<file path="src/rtl/ysyx_22040750_mul_ctrl.sv">
// ============================================================================
// ysyx_22040750_mul_ctrl
// ----------------------------------------------------------------------------
// Issue/collect controller between the EX stage and the serial radix-4 Booth
// multiplier. Decodes RV64M multiply ops into multiplier operands and the
// per-operand sign-extension flags. It launches one multiply at a time and
// captures the 128-bit product on the completion pulse. It then holds the
// selected 64-bit result behind a valid/ready handshake toward MEM.
//
// Ports:
//   clk, rst            clock; asynchronous active-low reset
//   in_valid/in_ready   EX-side handshake (in_ready combinational)
//   op, src1, src2      op code (101-111 behave as MUL) and rs1/rs2 values
//   flush               pipeline kill for the in-flight or held op
//   mul1, mul2          multiplier operands (combinational from inputs)
//   sext_flag           [1] sign-extend mul1, [0] sign-extend mul2
//   mul_valid           one-cycle launch strobe (combinational)
//   P_valid, P          multiplier completion pulse and 128-bit product
//   out_valid/out_ready MEM-side handshake (out_valid registered)
//   result              selected 64-bit result (registered)
//
// Configuration macro:
//   YSYX_22040750_MUL_ZERO_BYPASS_EN - a zero operand skips the multiplier.
//   The result is 0 and it is presented the cycle after accept.
// ============================================================================
module ysyx_22040750_mul_ctrl (
    input  logic         clk,
    input  logic         rst,
    input  logic         in_valid,
    output logic         in_ready,
    input  logic [2:0]   op,
    input  logic [63:0]  src1,
    input  logic [63:0]  src2,
    input  logic         flush,
    output logic [63:0]  mul1,
    output logic [63:0]  mul2,
    output logic [1:0]   sext_flag,
    output logic         mul_valid,
    input  logic         P_valid,
    input  logic [127:0] P,
    output logic         out_valid,
    input  logic         out_ready,
    output logic [63:0]  result
);

    localparam logic [2:0] OP_MUL    = 3'b000;
    localparam logic [2:0] OP_MULH   = 3'b001;
    localparam logic [2:0] OP_MULHSU = 3'b010;
    localparam logic [2:0] OP_MULHU  = 3'b011;
    localparam logic [2:0] OP_MULW   = 3'b100;

    typedef enum logic [1:0] {
        ST_IDLE  = 2'b00,
        ST_BUSY  = 2'b01,
        ST_DONE  = 2'b10,
        ST_DRAIN = 2'b11
    } state_e;

    state_e      state_r;
    logic [2:0]  op_sel_r;
    logic [63:0] result_r;
    logic        out_valid_r;

    logic [2:0]  op_n_s;
    logic        accept_s;
    logic        zero_s;

    // Fold the reserved encodings onto MUL so decode and select see five ops.
    function automatic logic [2:0] norm_op(input logic [2:0] o);
        case (o)
            OP_MUL, OP_MULH, OP_MULHSU, OP_MULHU, OP_MULW: return o;
            default:                                      return OP_MUL;
        endcase
    endfunction

    // Pick the architectural 64-bit result out of the 128-bit product.
    function automatic logic [63:0] sel_result(input logic [2:0] o, input logic [127:0] p);
        case (norm_op(o))
            OP_MULH, OP_MULHSU, OP_MULHU: return p[127:64];
            OP_MULW:                      return {{32{p[31]}}, p[31:0]};
            default:                      return p[63:0];
        endcase
    endfunction

    assign op_n_s    = norm_op(op);
    assign in_ready  = (state_r == ST_IDLE) & ~flush;
    assign accept_s  = in_valid & in_ready;
    assign mul_valid = accept_s & ~zero_s;
    assign out_valid = out_valid_r;
    assign result    = result_r;

    // Operand and sign-extension decode; MULW zero-extends so the multiplier
    // terminates early on the short operands.
    always_comb begin
        mul1      = src1;
        mul2      = src2;
        sext_flag = 2'b00;
        case (op_n_s)
            OP_MULH:   sext_flag = 2'b11;
            OP_MULHSU: sext_flag = 2'b10;
            OP_MULHU:  sext_flag = 2'b00;
            OP_MULW: begin
                mul1 = {32'h0000_0000, src1[31:0]};
                mul2 = {32'h0000_0000, src2[31:0]};
            end
            default:   sext_flag = 2'b00;
        endcase
    end

    // Zero-operand detection for the multiplier bypass (inactive by default).
    always_comb begin
`ifdef YSYX_22040750_MUL_ZERO_BYPASS_EN
        if (op_n_s == OP_MULW) begin
            zero_s = (src1[31:0] == 32'h0000_0000) | (src2[31:0] == 32'h0000_0000);
        end else begin
            zero_s = (src1 == 64'h0) | (src2 == 64'h0);
        end
`else
        zero_s = 1'b0;
`endif
    end

    // Control FSM with registered result and out_valid. Flush wins over
    // P_valid and out_ready. DRAIN absorbs the product of a killed op
    // because the multiplier cannot be aborted.
    always_ff @(posedge clk or negedge rst) begin
        if (!rst) begin
            state_r     <= ST_IDLE;
            op_sel_r    <= 3'b000;
            result_r    <= 64'h0;
            out_valid_r <= 1'b0;
        end else begin
            case (state_r)
                ST_IDLE: begin
                    if (accept_s) begin
                        op_sel_r <= op;
                        if (zero_s) begin
                            result_r    <= 64'h0;
                            out_valid_r <= 1'b1;
                            state_r     <= ST_DONE;
                        end else begin
                            state_r <= ST_BUSY;
                        end
                    end
                end
                ST_BUSY: begin
                    if (flush) begin
                        state_r <= ST_DRAIN;
                    end else if (P_valid) begin
                        result_r    <= sel_result(op_sel_r, P);
                        out_valid_r <= 1'b1;
                        state_r     <= ST_DONE;
                    end
                end
                ST_DONE: begin
                    if (flush || out_ready) begin
                        out_valid_r <= 1'b0;
                        state_r     <= ST_IDLE;
                    end
                end
                ST_DRAIN: begin
                    if (P_valid) begin
                        state_r <= ST_IDLE;
                    end
                end
                default: begin
                    out_valid_r <= 1'b0;
                    state_r     <= ST_IDLE;
                end
            endcase
        end
    end

endmodule

</file>
<file path="config.mk">
export PLATFORM = sky130hd
export DESIGN_NAME = ysyx_22040750_mul_ctrl
export DESIGN_NICKNAME = d
export VERILOG_FILES = /design/src/rtl/ysyx_22040750_mul_ctrl.sv
export SDC_FILE = /design/constraint.sdc
export NUM_CORES = 1
export LEC_CHECK = 0
export ABC_AREA = 0
export BUFFER_PORTS_ARGS = -buffer_cell sky130_fd_sc_hd__buf_2
export CAP_MARGIN = 20
export CORE_AREA = 2 2 180 182
export CTS_CLUSTER_DIAMETER = 40
export DETAILED_ROUTE_END_ITERATION = 10
export DIE_AREA = 0 0 182 184
export GPL_TIMING_DRIVEN = 0
export PLACE_DENSITY = 0.38
export SETUP_SLACK_MARGIN = 0.4
export SLEW_MARGIN = 20
export SYNTH_ARGS = -nofsm -noshare
export SYNTH_HDL_FRONTEND = slang
export SYNTH_SLANG_ARGS = --single-unit
</file>
<file path="constraint.sdc">
create_clock -name clk -period 1.8 [get_ports clk]
set_input_delay 0.09 -clock clk [delete_from_list [all_inputs] [get_ports clk]]
set_output_delay 0.09 -clock clk [all_outputs]
set_load 0.005 [all_outputs]
</file>
==> results of run 1 <==
layout make-up:
class / count / share of cell area
Clock buffer: 12 / 0.0287
Multi-Input combinational cell: 315 / 0.312
Buffer: 108 / 0.109
Clock inverter: 4 / 0.00814
Antenna cell: 1 / 0.000291
Inverter: 1 / 0.000436
Tap cell: 402 / 0.0585
Sequential cell: 70 / 0.204
Timing Repair Buffer: 428 / 0.279
worst max-delay path, cell delays in order, from the launching register on:
cell and delay, ns:
dfrtp_2 0.48, or3_4 0.39, clkbuf_8 0.16, buf_6 0.14, o2111ai_1 0.12, o211ai_2 0.12
path summary, 6_finish.rpt:
kind	startpoint	endpoint	slack, ns	cells after the start
max	op_sel_r[1]	result[57]	0.27	5
min reg2reg	result[13]	result[13]	0.48	2
min in group asynchronous	rst	result[47]	0.23	2
max in group asynchronous	rst	result[15]	0.96	3
min	P[86]	result[22]	0.03	3
max reg2reg	op_sel_r[1]	result[57]	0.27	5
power by group through the flow:
stage          Sequential, mW  Combinational [mW]  Clock [mW]
2_1_floorplan            2.74                2.65           0
3_3_place_gp             2.71                4.72           0
3_5_place_dp             2.72                4.74           0
4_1_cts                  2.71                5.64        2.08
5_1_grt                  2.82                6.71        2.16
6_report                 2.71                6.18        2.00
cell usage in the layout (no fill, tap or decap), drive strengths merged, types with 2 or more instances in the layout:
cell     count
nor2         3
o21ai       37
dfrtp       70
buf        515
nor3b        3
clkbuf      32
o2111ai     32
mux2i       64
bufinv       2
nor3         2
mux2         3
clkinv       2
o21bai       2
o211ai      32
nor2b       29
nand2       64
and2b       36
Yosys cell counts:
library cell / count / area, µm²
nor2_4: 1 / 11.3
buf_2: 7 / 35.0
nor3b_2: 1 / 12.5
dfrtp_1: 70 / 1750
nand2b_4: 1 / 13.8
mux2_2: 3 / 33.8
o211ai_2: 30 / 375
nor4b_4: 1 / 23.8
nor3_1: 2 / 10.0
nor2_1: 2 / 7.51
o21bai_1: 2 / 15.0
nor4bb_1: 1 / 10.0
or3_1: 1 / 6.26
a21oi_1: 1 / 5.00
xnor2_1: 1 / 8.76
and2b_1: 36 / 270
nand4bb_1: 1 / 11.3
o21ai_0: 11 / 55.1
nor2b_1: 29 / 181
o21ai_1: 26 / 130
o2111ai_1: 32 / 280
nand2_1: 64 / 240
buf_6: 7 / 78.8
mux2i_1: 64 / 641
nor3b_1: 2 / 15.0
o211ai_1: 2 / 15.0
clkbuf_1: 17 / 63.8
buf_4: 77 / 578
inv_1: 1 / 3.75
a31oi_1: 1 / 6.26
timing repair:
action / 4_1_cts / 5_1_grt
gates cloned: 2 / 3
hold buffers: 1 / 0
gates resized for setup: 85 / 44
pin swaps: 20 / 8
buffers inserted: 22 / 3
hold endpoints to repair: 25 / 0
endpoints found under the setup margin: 128 / 88
sequential cells by signal, summed over array words and instances (netlist names):
register / flops
op_sel_r: 3
state_r: 2
result: 64
out_valid: 1
kinds of logic (layout without fill, tap and decap cells):
| logic type | Yosys count | after routing | synth area share |
|---|---|---|---|
| AND/OR/NAND/NOR | 142 | 142 | 0.166 |
| buffers and inverters | 109 | 553 | 0.155 |
| AO/OA/AOI/OAI | 105 | 105 | 0.180 |
| flip-flops | 70 | 70 | 0.358 |
| multiplexers | 67 | 67 | 0.138 |
| XOR/XNOR | 1 | 1 | 0.00179 |
| other | 0 | 1 | 0 |
stage by stage:
stage | setup slack [ns] | power [mW] | hold WS (ns)
2_1_floorplan | 0.407 | 5.39 | -0.206
3_3_place_gp | -0.0528 | 7.43 | 0.347
3_5_place_dp | -0.0124 | 7.46 | 0.0612
4_1_cts | 0.280 | 10.4 | 0.0137
5_1_grt | 0.204 | 11.7 | 0.0133
6_report | 0.266 | 10.9 | 0.0259
routing by layer:
layer | routed length [µm] | global-route usage | up-vias
met2 | 12900 | 0.253 | 221
met3 | 1460 | 0.0309 | 11
li1 | - | - | 2579
met5 | 0 | 0 | -
met4 | 201 | 0.0300 | 0
met1 | 9820 | 0.163 | 2461
==> parameters.txt, run 1 <==
Parameter                              Value

Power and ir drop
  Relative contribution of the clock network to total power    0.183
  Power Dens Cells    around 1300 nW/µm²
  Power dissipated by switching net loads    4.10 mW
  Proportion of power drawn by flip-flops and latches    0.249
  Leakage component of the power    around 4.5 nW
  Pint    ~6.8 mW
  Gate power share    0.567
  Net Sw Frac    0.376
  Peak ir drop on the vdd network    approximately 0.38 mV

Cells and area
  Number of non-filler instances in the completed layout    1,341
  Area taken by flip-flops and latches    around 1800 µm²
  Area of the multi-input gates    about 2700 µm²
  Final Core Density    0.274
  Post-route cell area    8600 µm²
  Number of fill cells    roughly 3,400
  # nets final    1,198
  Post-synthesis to final-layout area growth    75.9%
  Fraction of layout instances using a drive strength above 1    0.667

Synth
  Cells after Synth    between 400 and 500
  Number of library cell types mapped by synthesis    30
  Proportion of synthesized chip area in sequential cells    0.358
  Number of warnings printed during yosys synthesis    0
  Synthesized netlist net count    around 760
  Flop and latch count out of synthesis    70
  Mean Syn Cell Area    just under 10 µm²
  Synthesized area    approximately 4900 µm²

Clocking
  CTS Buffer Depth    2
  CTS tree    done
  Sinks on Clock Net    70
  Worst-Skew Late Latency    about 0.34 ns
  Number of buffers created by CTS    9
  CTS root buf    clkbuf_16
  Clock-pin slew of the registers on the worst-case setup and hold paths    0.06 ns
  H-tree depth reported by CTS    3

Global route
  Aggregate global routing overflow    0
  Number of global-route vias before repair    5,512
  Number of antenna violations at the first check in global routing    1
  Total track usage    0.138
  First-pass GRT wire length    34.6 mm
  Pin count of the biggest net entering global routing    46

Die
  Initial Util    0.156
  Floorplan die width    between 150 and 200 µm
  Number of top-level design ports    ~460
  Die outline area    33,500 µm²
  Floorplan die height    ~180 µm
  Area inside the core boundary    31,400 µm²
  Rows    65

Routing
  Routed length per placed instance    18.2 µm
  # DRC    0
  Via density per instance    approximately 4
  Via Count    ~5,300
  DR iter-0 viols    about 140
  Number of detailed-routing iterations run before antenna repair    4
  Total wirelength of the detailed-routed design    24.4 mm
  Remaining antenna violation count    0

Critical path
  Worst EP required    about 2.0 ns
  Kind of launch point of the worst setup path    flop
  CP max FO    10
  Category of the worst setup path capture point    flop
  Arrival time worst endpoint    ~1.7 ns
  Critical path class    reg -> reg

Flow run
  Count of maximum capacitance violations    0

Placement
  Gp weighted congestion    roughly 0.8
  Area after DPL    ~7400 µm²
  HPWL Detailed    19.7 mm
  Quantity of I/O buffers inserted on ports    roughly 400
  Placed cell count    1,293

Worst hold path
  Class of the tightest hold or removal check    in -> reg

Timing
  Maximum clock skew at final layout    about 0.0086 ns
  Maximum clock frequency    652 MHz
  Unrepaired setup endpoints after global routing    true
  Relative slew slack    0.623
  Setup violations, final    0
  Share of the cycle needed by the critical path after routing    0.852
  Min cycle time layout    between 1.5 and 2 ns
  Fin. Hold Viols    0
  Transition time of the tightest slew-check pin    between 0.5 and 0.6 ns
  Final total negative setup slack    0 ns
  Final max-slew violation count    0

Status
  Run status    finished clean
No activity file was read; power rests on OpenSTA's default activity.
==> run 2: changes to the inputs <==
Settings changed: MAX_ROUTING_LAYER set to met4, REMOVE_ABC_BUFFERS set to 1.
==> run 2 against run 1 <==
  * Sequential share of layout area increased by 0.14 points
  * First-iteration DRC count increased by 21%
  * Clock-buffer cell count decreased by 1
  * Die area unchanged
  * Sequential power increased by 4%
  * Global-route usage increased by 3.0 points
  * Setup slack got worse by 0.052 ns
  * Hold slack improved by 0.00070 ns
  * Clock power increased by 10%
  * Via count decreased by 1.6%
  * Final cell count decreased by 9.5%
==> parameters.txt, run 2 (synthesis results as in run 1) <==
Parameter                              Value

Placement
  Placed cell count    1,135 (-12%)
  HPWL Detailed    19.8 mm (+0.37%)
  Quantity of I/O buffers inserted on ports    333 (-16%)
  Gp weighted congestion    0.740 (-8.6%)
  Area after DPL    6590 µm² (-11%)

Timing
  Transition time of the tightest slew-check pin    0.522 ns (-0.0438 ns)
  Maximum clock frequency    630 MHz (-3.3%)
  Maximum clock skew at final layout    0.00884 ns (+0.000222 ns)
  Share of the cycle needed by the critical path after routing    0.882 (+0.0292)
  Setup violations, final    0 (unchanged)
  Relative slew slack    0.652 (+0.0292)
  Fin. Hold Viols    0 (unchanged)
  Unrepaired setup endpoints after global routing    true
  Final max-slew violation count    0 (unchanged)
  Min cycle time layout    1.59 ns (+0.0525 ns)
  Final total negative setup slack    0 ns (unchanged)

Critical path
  Critical-path top delay cell    dfrtp_2
  CP max FO    5 (-5)
  Crit path cell chain    nor4bb_4 -> buf_6 -> buf_12 -> buf_12 -> clkbuf_16 -> o2111ai_1 -> o211ai_2
  Worst-case reg-to-reg path depth    7 (+2)
  Arrival time worst endpoint    1.85 ns (+0.11 ns)
  Endpoint of the most critical setup path    result[63]
  Kind of launch point of the worst setup path    flop
  Category of the worst setup path capture point    flop
  Critical path class    reg -> reg
  Worst reg2reg path startpoint    state_r[1]
  Worst EP required    2.06 ns (+0.05 ns)
  Setup slack on the worst flop-to-flop path    0.21 ns (-0.05 ns)
  Most common cell type on the critical path    buf_12
  Critical path startpoint    state_r[1]
  Biggest cell delay along the critical path    0.45 ns (-0.03 ns)
  End of the worst register-to-register path    result[63]

Cells and area
  Area taken by flip-flops and latches    1760 µm² (+0.29%)
  Most used cells in the layout excluding fill and tap cells    buf_2, dfrtp_1, mux2i_1
  Area of the multi-input gates    2980 µm² (+11%)
  Number of non-filler instances in the completed layout    1,214 (-9.5%)
  # nets final    1,071 (-11%)
  Number of fill cells    3,377 (-1.4%)
  Post-synthesis to final-layout area growth    75.3%
  Flip-flop count of the largest register after layout    64 (unchanged)
  Fraction of layout instances using a drive strength above 1    0.671 (+0.00340)
  Post-route cell area    8570 µm² (-0.38%)
  Most common library cell in the layout ignoring fill and taps    buf_2

Routing
  Routed length per placed instance    23.6 µm (+30%)
  Number of detailed-routing iterations run before antenna repair    4 (unchanged)
  Total wirelength of the detailed-routed design    28.7 mm (+17%)
  # DRC    0 (unchanged)
  DR iter-0 viols    165 (+21%)
  Remaining antenna violation count    0 (unchanged)
  Via Count    5,187 (-1.6%)
  Via density per instance    4.27 (+8.7%)

Clocking
  Sinks on Clock Net    70 (unchanged)
  Number of buffers created by CTS    9 (unchanged)
  H-tree depth reported by CTS    3 (unchanged)
  CTS root buf    clkbuf_16
  CTS Buffer Depth    2 (unchanged)
  CTS tree    done
  Clock-pin slew of the registers on the worst-case setup and hold paths    0.06 ns (about the same)
  Worst-Skew Late Latency    0.34 ns (about the same)

Die
  Die outline area    33,500 µm² (unchanged)
  Number of top-level design ports    462 (unchanged)
  Rows    65 (unchanged)
  Floorplan die height    184 µm (unchanged)
  Initial Util    0.156 (unchanged)
  Floorplan die width    182 µm (unchanged)
  Area inside the core boundary    31,400 µm² (unchanged)

Power and ir drop
  Gate power share    0.578 (+0.011)
  Proportion of power drawn by flip-flops and latches    0.237 (-0.012)
  Power Dens Cells    1380 nW/µm² (+9.2%)
  Power dissipated by switching net loads    4.55 mW (+11%)
  Net Sw Frac    0.384 (+0.00768)
  Leakage component of the power    4.19 nW (-6.3%)
  Relative contribution of the clock network to total power    0.185 (+0.002)
  Peak ir drop on the vdd network    0.415 mV (+8.2%)
  Pint    7.30 mW (+7.5%)
  Total design power    11.9 mW (+8.8%)

Global route
  Aggregate global routing overflow    0 (unchanged)
  First-pass GRT wire length    38.1 mm (+10%)
  Number of global-route vias before repair    5,161 (-6.4%)
  Pin count of the biggest net entering global routing    37 (-20%)
  Number of antenna violations at the first check in global routing    1 (unchanged)
  Total track usage    0.167 (+0.0297)

Status
  Run status    finished clean

Worst hold path
  Class of the tightest hold or removal check    in -> reg

Flow run
  Count of maximum capacitance violations    0 (unchanged)
==> run 2: timing repair <==
action	in CTS	in global routing
endpoints found under the hold margin	34	0
buffers inserted	35	6
hold buffers	1	0
gates resized for setup	84	71
setup endpoints to repair	101	71
pin swaps	54	34
gates cloned	14	6
==> run 2: power groups by stage <==
| stage | combinational (mW) | clock (mW) | sequential (mW) |
|---|---|---|---|
| after detailed placement | 4.44 | 0 | 2.83 |
| final | 6.85 | 2.20 | 2.81 |
| after floorplan | 2.26 | 0 | 2.83 |
| after CTS | 5.97 | 2.30 | 2.76 |
| after global routing | 7.34 | 2.34 | 2.91 |
| after global placement | 4.05 | 0 | 2.89 |
==> run 2: worst min path at each step <==
stage | startpoint | endpoint | slack [ns] | cells after the start
2_1_floorplan | rst | op_sel_r[0] | -0.21 | 0
3_3_place_gp | src1[19] | mul1[19] | 0.18 | 0
3_5_place_dp | rst | result[1] | 0.11 | 1
4_1_cts | P[84] | result[20] | 0.001 | 3
5_1_grt | P[85] | result[21] | 0.02 | 3
6_report | P[84] | result[20] | 0.03 | 3
==> run 2: layout make-up <==
| class | instances | area share |
|---|---|---|
| multi-input cells | 317 | 0.348 |
| repair buffers | 407 | 0.347 |
| flip-flops and latches | 70 | 0.205 |
| well taps | 402 | 0.0587 |
| clock buffers | 11 | 0.0283 |
| clock inverters | 5 | 0.0124 |
| inverters | 1 | 0.000438 |
| diodes | 1 | 0.000292 |
==> run 2: stage by stage <==
step / util / hold slack [ns] / worst slack [ns]
floorplan: - / -0.206 / -2.50
global placement: 0.201 / 0.180 / -7.33
detailed placement: 0.210 / 0.107 / -0.212
CTS: 0.254 / 0.00114 / 0.169
global route: 0.273 / 0.0239 / 0.136
finish: 0.273 / 0.0266 / 0.213
==> run 2: critical path, delay by kind of cell, from the launching register on <==
family                 cells  cell delay [ns]
buffers and inverters      4             0.53
flip-flops                 1             0.45
AND/OR/NAND/NOR            1             0.30
AO/OA/AOI/OAI              2             0.21
==> run 2: metal layers <==
metal / wire length [µm] / track usage / part of all wire / vias to the layer above
met5: 0 / - / 0 / -
met4: 197 / 0.0294 / 0.0069 / 0
met3: 4380 / 0.118 / 0.15 / 10
met2: 13100 / 0.252 / 0.46 / 384
met1: 11000 / 0.183 / 0.38 / 2465
li1: - / - / - / 2328
==> run 3: changes to the inputs <==
Settings changed: BUFFER_PORTS_ARGS -buffer_cell sky130_fd_sc_hd__buf_2 to unset, CORE_AREA 2 2 180 182 to 2 2 181 183, CTS_CLUSTER_DIAMETER 40 to 100, DIE_AREA 0 0 182 184 to 0 0 183 185, DONT_BUFFER_PORTS set to 1, PLACE_DENSITY 0.38 to 0.3.
==> run 3 against run 2 <==
  * The flow now finishes with violations (hold timing)
  * Total power fell by 12%
  * Utilization fell by 3.8 points
  * Non-clock buffer count fell by 223
  * Via count fell by 15%
  * Global-route usage fell by 1.4 points
  * Hold slack got worse by 0.58 ns
  * Sequential power rose by 7.5%
  * Critical path type unchanged
==> parameters.txt, run 3 (synthesis results as in run 1) <==
Parameter                              Value

Status
  Failing checks    hold timing
  Run status    complete, but fails checks

Cells and area
  Flip-flop count of the largest register after layout    64 (unchanged)
  Most used cells in the layout excluding fill and tap cells    dlygate4sd3_1, dfrtp_1, nand2_1
  Fraction of layout instances using a drive strength above 1    0.256 (-0.415)
  Post-route cell area    7540 µm² (-12%)
  Number of non-filler instances in the completed layout    1,003 (-17%)
  Post-synthesis to final-layout area growth    54.2%
  Most common library cell in the layout ignoring fill and taps    dlygate4sd3_1
  # nets final    850 (-21%)

Critical path
  Critical path class    reg -> reg
  Worst reg2reg path startpoint    op_sel_r[0]
  Worst-case reg-to-reg path depth    7 (unchanged)
  Category of the worst setup path capture point    flop
  Setup slack on the worst flop-to-flop path    0.23 ns (+0.02 ns)
  CP max FO    11 (+6)
  End of the worst register-to-register path    result[60]
  Worst EP required    2.01 ns (-0.05 ns)
  Arrival time worst endpoint    1.78 ns (-0.07 ns)
  Kind of launch point of the worst setup path    flop

Die
  Area inside the core boundary    32,000 µm² (+2.1%)
  Rows    66 (+1.5%)
  Floorplan die height    185 µm (+0.54%)
  Floorplan die width    183 µm (+0.55%)
  Number of top-level design ports    462 (unchanged)
  Die outline area    33,900 µm² (+1.1%)
  Initial Util    0.153 (-0.00315)

Placement
  HPWL Detailed    17.2 mm (-13%)
  Area after DPL    4890 µm² (-26%)
  Pre-CTS setup slack    -0.329 ns (-0.118 ns)
  Gp weighted congestion    0.761 (+2.9%)
  Quantity of I/O buffers inserted on ports    0 (-100%)
  Placed cell count    805 (-29%)

Timing
  Unrepaired setup endpoints after global routing    true
  Relative slew slack    0.687 (+0.0352)
  Setup violations, final    0 (unchanged)
  Maximum clock skew at final layout    0.0128 ns (+0.00393 ns)
  Maximum clock frequency    637 MHz (+1.1%)
  Min cycle time layout    1.57 ns (-0.0167 ns)
  Share of the cycle needed by the critical path after routing    0.872 (-0.00925)
  Hold slack    -0.555 ns (-0.581 ns)
  Fin. Hold Viols    70 (+70)
  Final worst setup slack    0.230 ns (+0.0167 ns)
  Final max-slew violation count    0 (unchanged)
  Transition time of the tightest slew-check pin    0.468 ns (-0.0538 ns)

Clocking
  CTS tree    done
  Sinks on Clock Net    70 (unchanged)
  Worst-Skew Late Latency    0.34 ns (about the same)
  Number of buffers created by CTS    9 (unchanged)
  H-tree depth reported by CTS    3 (unchanged)
  CTS Buffer Depth    2 (unchanged)
  Clock-pin slew of the registers on the worst-case setup and hold paths    0.06 ns (about the same)
  CTS root buf    clkbuf_16
  Cts hold-fix bufs    134 (+133)

Worst hold path
  Class of the tightest hold or removal check    in -> async

Global route
  Total track usage    0.153 (-0.0144)
  Pin count of the biggest net entering global routing    71 (+92%)
  Number of global-route vias before repair    4,532 (-12%)
  Aggregate global routing overflow    0 (unchanged)
  First-pass GRT wire length    35.0 mm (-8.2%)
  Number of antenna violations at the first check in global routing    9 (+8)

Routing
  # DRC    0 (unchanged)
  Remaining antenna violation count    0 (unchanged)
  Via density per instance    4.42 (+3.4%)
  Number of detailed-routing iterations run before antenna repair    4 (unchanged)
  Routed length per placed instance    27.0 µm (+14%)
  Via Count    4,432 (-15%)
  DR iter-0 viols    213 (+29%)
  Total wirelength of the detailed-routed design    27.0 mm (-5.7%)

Power and ir drop
  Peak ir drop on the vdd network    0.502 mV (+21%)
  Power Dens Cells    1380 nW/µm² (-0.29%)
  Leakage component of the power    3.07 nW (-27%)

Flow run
  Count of maximum capacitance violations    0 (unchanged)
==> run 3: cell count changes in the layout (fill, tap and decap cells not counted), sizes merged <==
cell	change
nand2b	+1
clkbuf	-2
or3	+2
clkinvlp	-1
buf	-354
diode	+7
bufinv	-2
nand4bb	-1
dlygate4sd3	+133
==> run 3: per-layer routing <==
metal  share of wire  up-vias  track usage
li1                -     1881            -
met1            0.38     2185        0.162
met2            0.45      329        0.226
met3            0.15       37        0.109
met4           0.025        0       0.0454
met5               0        -            -
==> run 3: timing repair <==
action | 4_1_cts | 5_1_grt
setup endpoints to repair | 68 | 69
buffers inserted | 27 | 3
pin swaps | 15 | 9
hold endpoints to repair | 140 | 70
cloned | 9 | 4
gates resized for setup | 52 | 43
==> run 3: how the worst max path moves through the flow <==
stage	end	depth (start not counted)	slack (ns)	from
2_1_floorplan	result[32]	3	-2.50	state_r[0]
3_3_place_gp	result[32]	3	-6.08	state_r[0]
3_5_place_dp	result[32]	3	-0.33	state_r[0]
4_1_cts	result[45]	7	0.24	op_sel_r[1]
5_1_grt	result[36]	7	0.16	op_sel_r[0]
6_report	result[60]	7	0.23	op_sel_r[0]
==> run 3: metrics by stage <==
| stage | total power, mW | TNS [ns] | util |
|---|---|---|---|
| floorplan | 5.10 | -132.66 | - |
| global placement | 5.86 | -341.33 | 0.145 |
| detailed placement | 6.29 | -14.20 | 0.153 |
| CTS | 9.71 | 0 | 0.224 |
| global route | 11.0 | 0 | 0.235 |
| finish | 10.4 | 0 | 0.235 |
==> run 3: final cells by class <==
| cell class | instances | area [µm²] |
|---|---|---|
| tap | 408 | 510 |
| fill | 3380 | 24500 |
| clock buffer | 11 | 243 |
| timing repair buffer | 184 | 2170 |
| inverter | 1 | 3.75 |
| sequential | 70 | 1760 |
| antenna | 8 | 20.0 |
| clock inverter | 2 | 35.0 |
| multi-input combinational | 319 | 2800 |
==> run 3: worst max-delay path, cell delays in order (launching register included) <==
cell       delay [ns]
dfrtp_2          0.45
nor2_4           0.14
clkbuf_16        0.14
buf_16           0.13
buf_12           0.11
buf_16           0.14
mux2i_4          0.23
o211ai_2         0.10
==> run 3: power by group <==
group | total, mW | switching (mW) | internal [mW]
clock network | 1.82 | 0.732 | 1.09
logic | 5.56 | 2.63 | 2.93
registers | 3.02 | 0.711 | 2.30
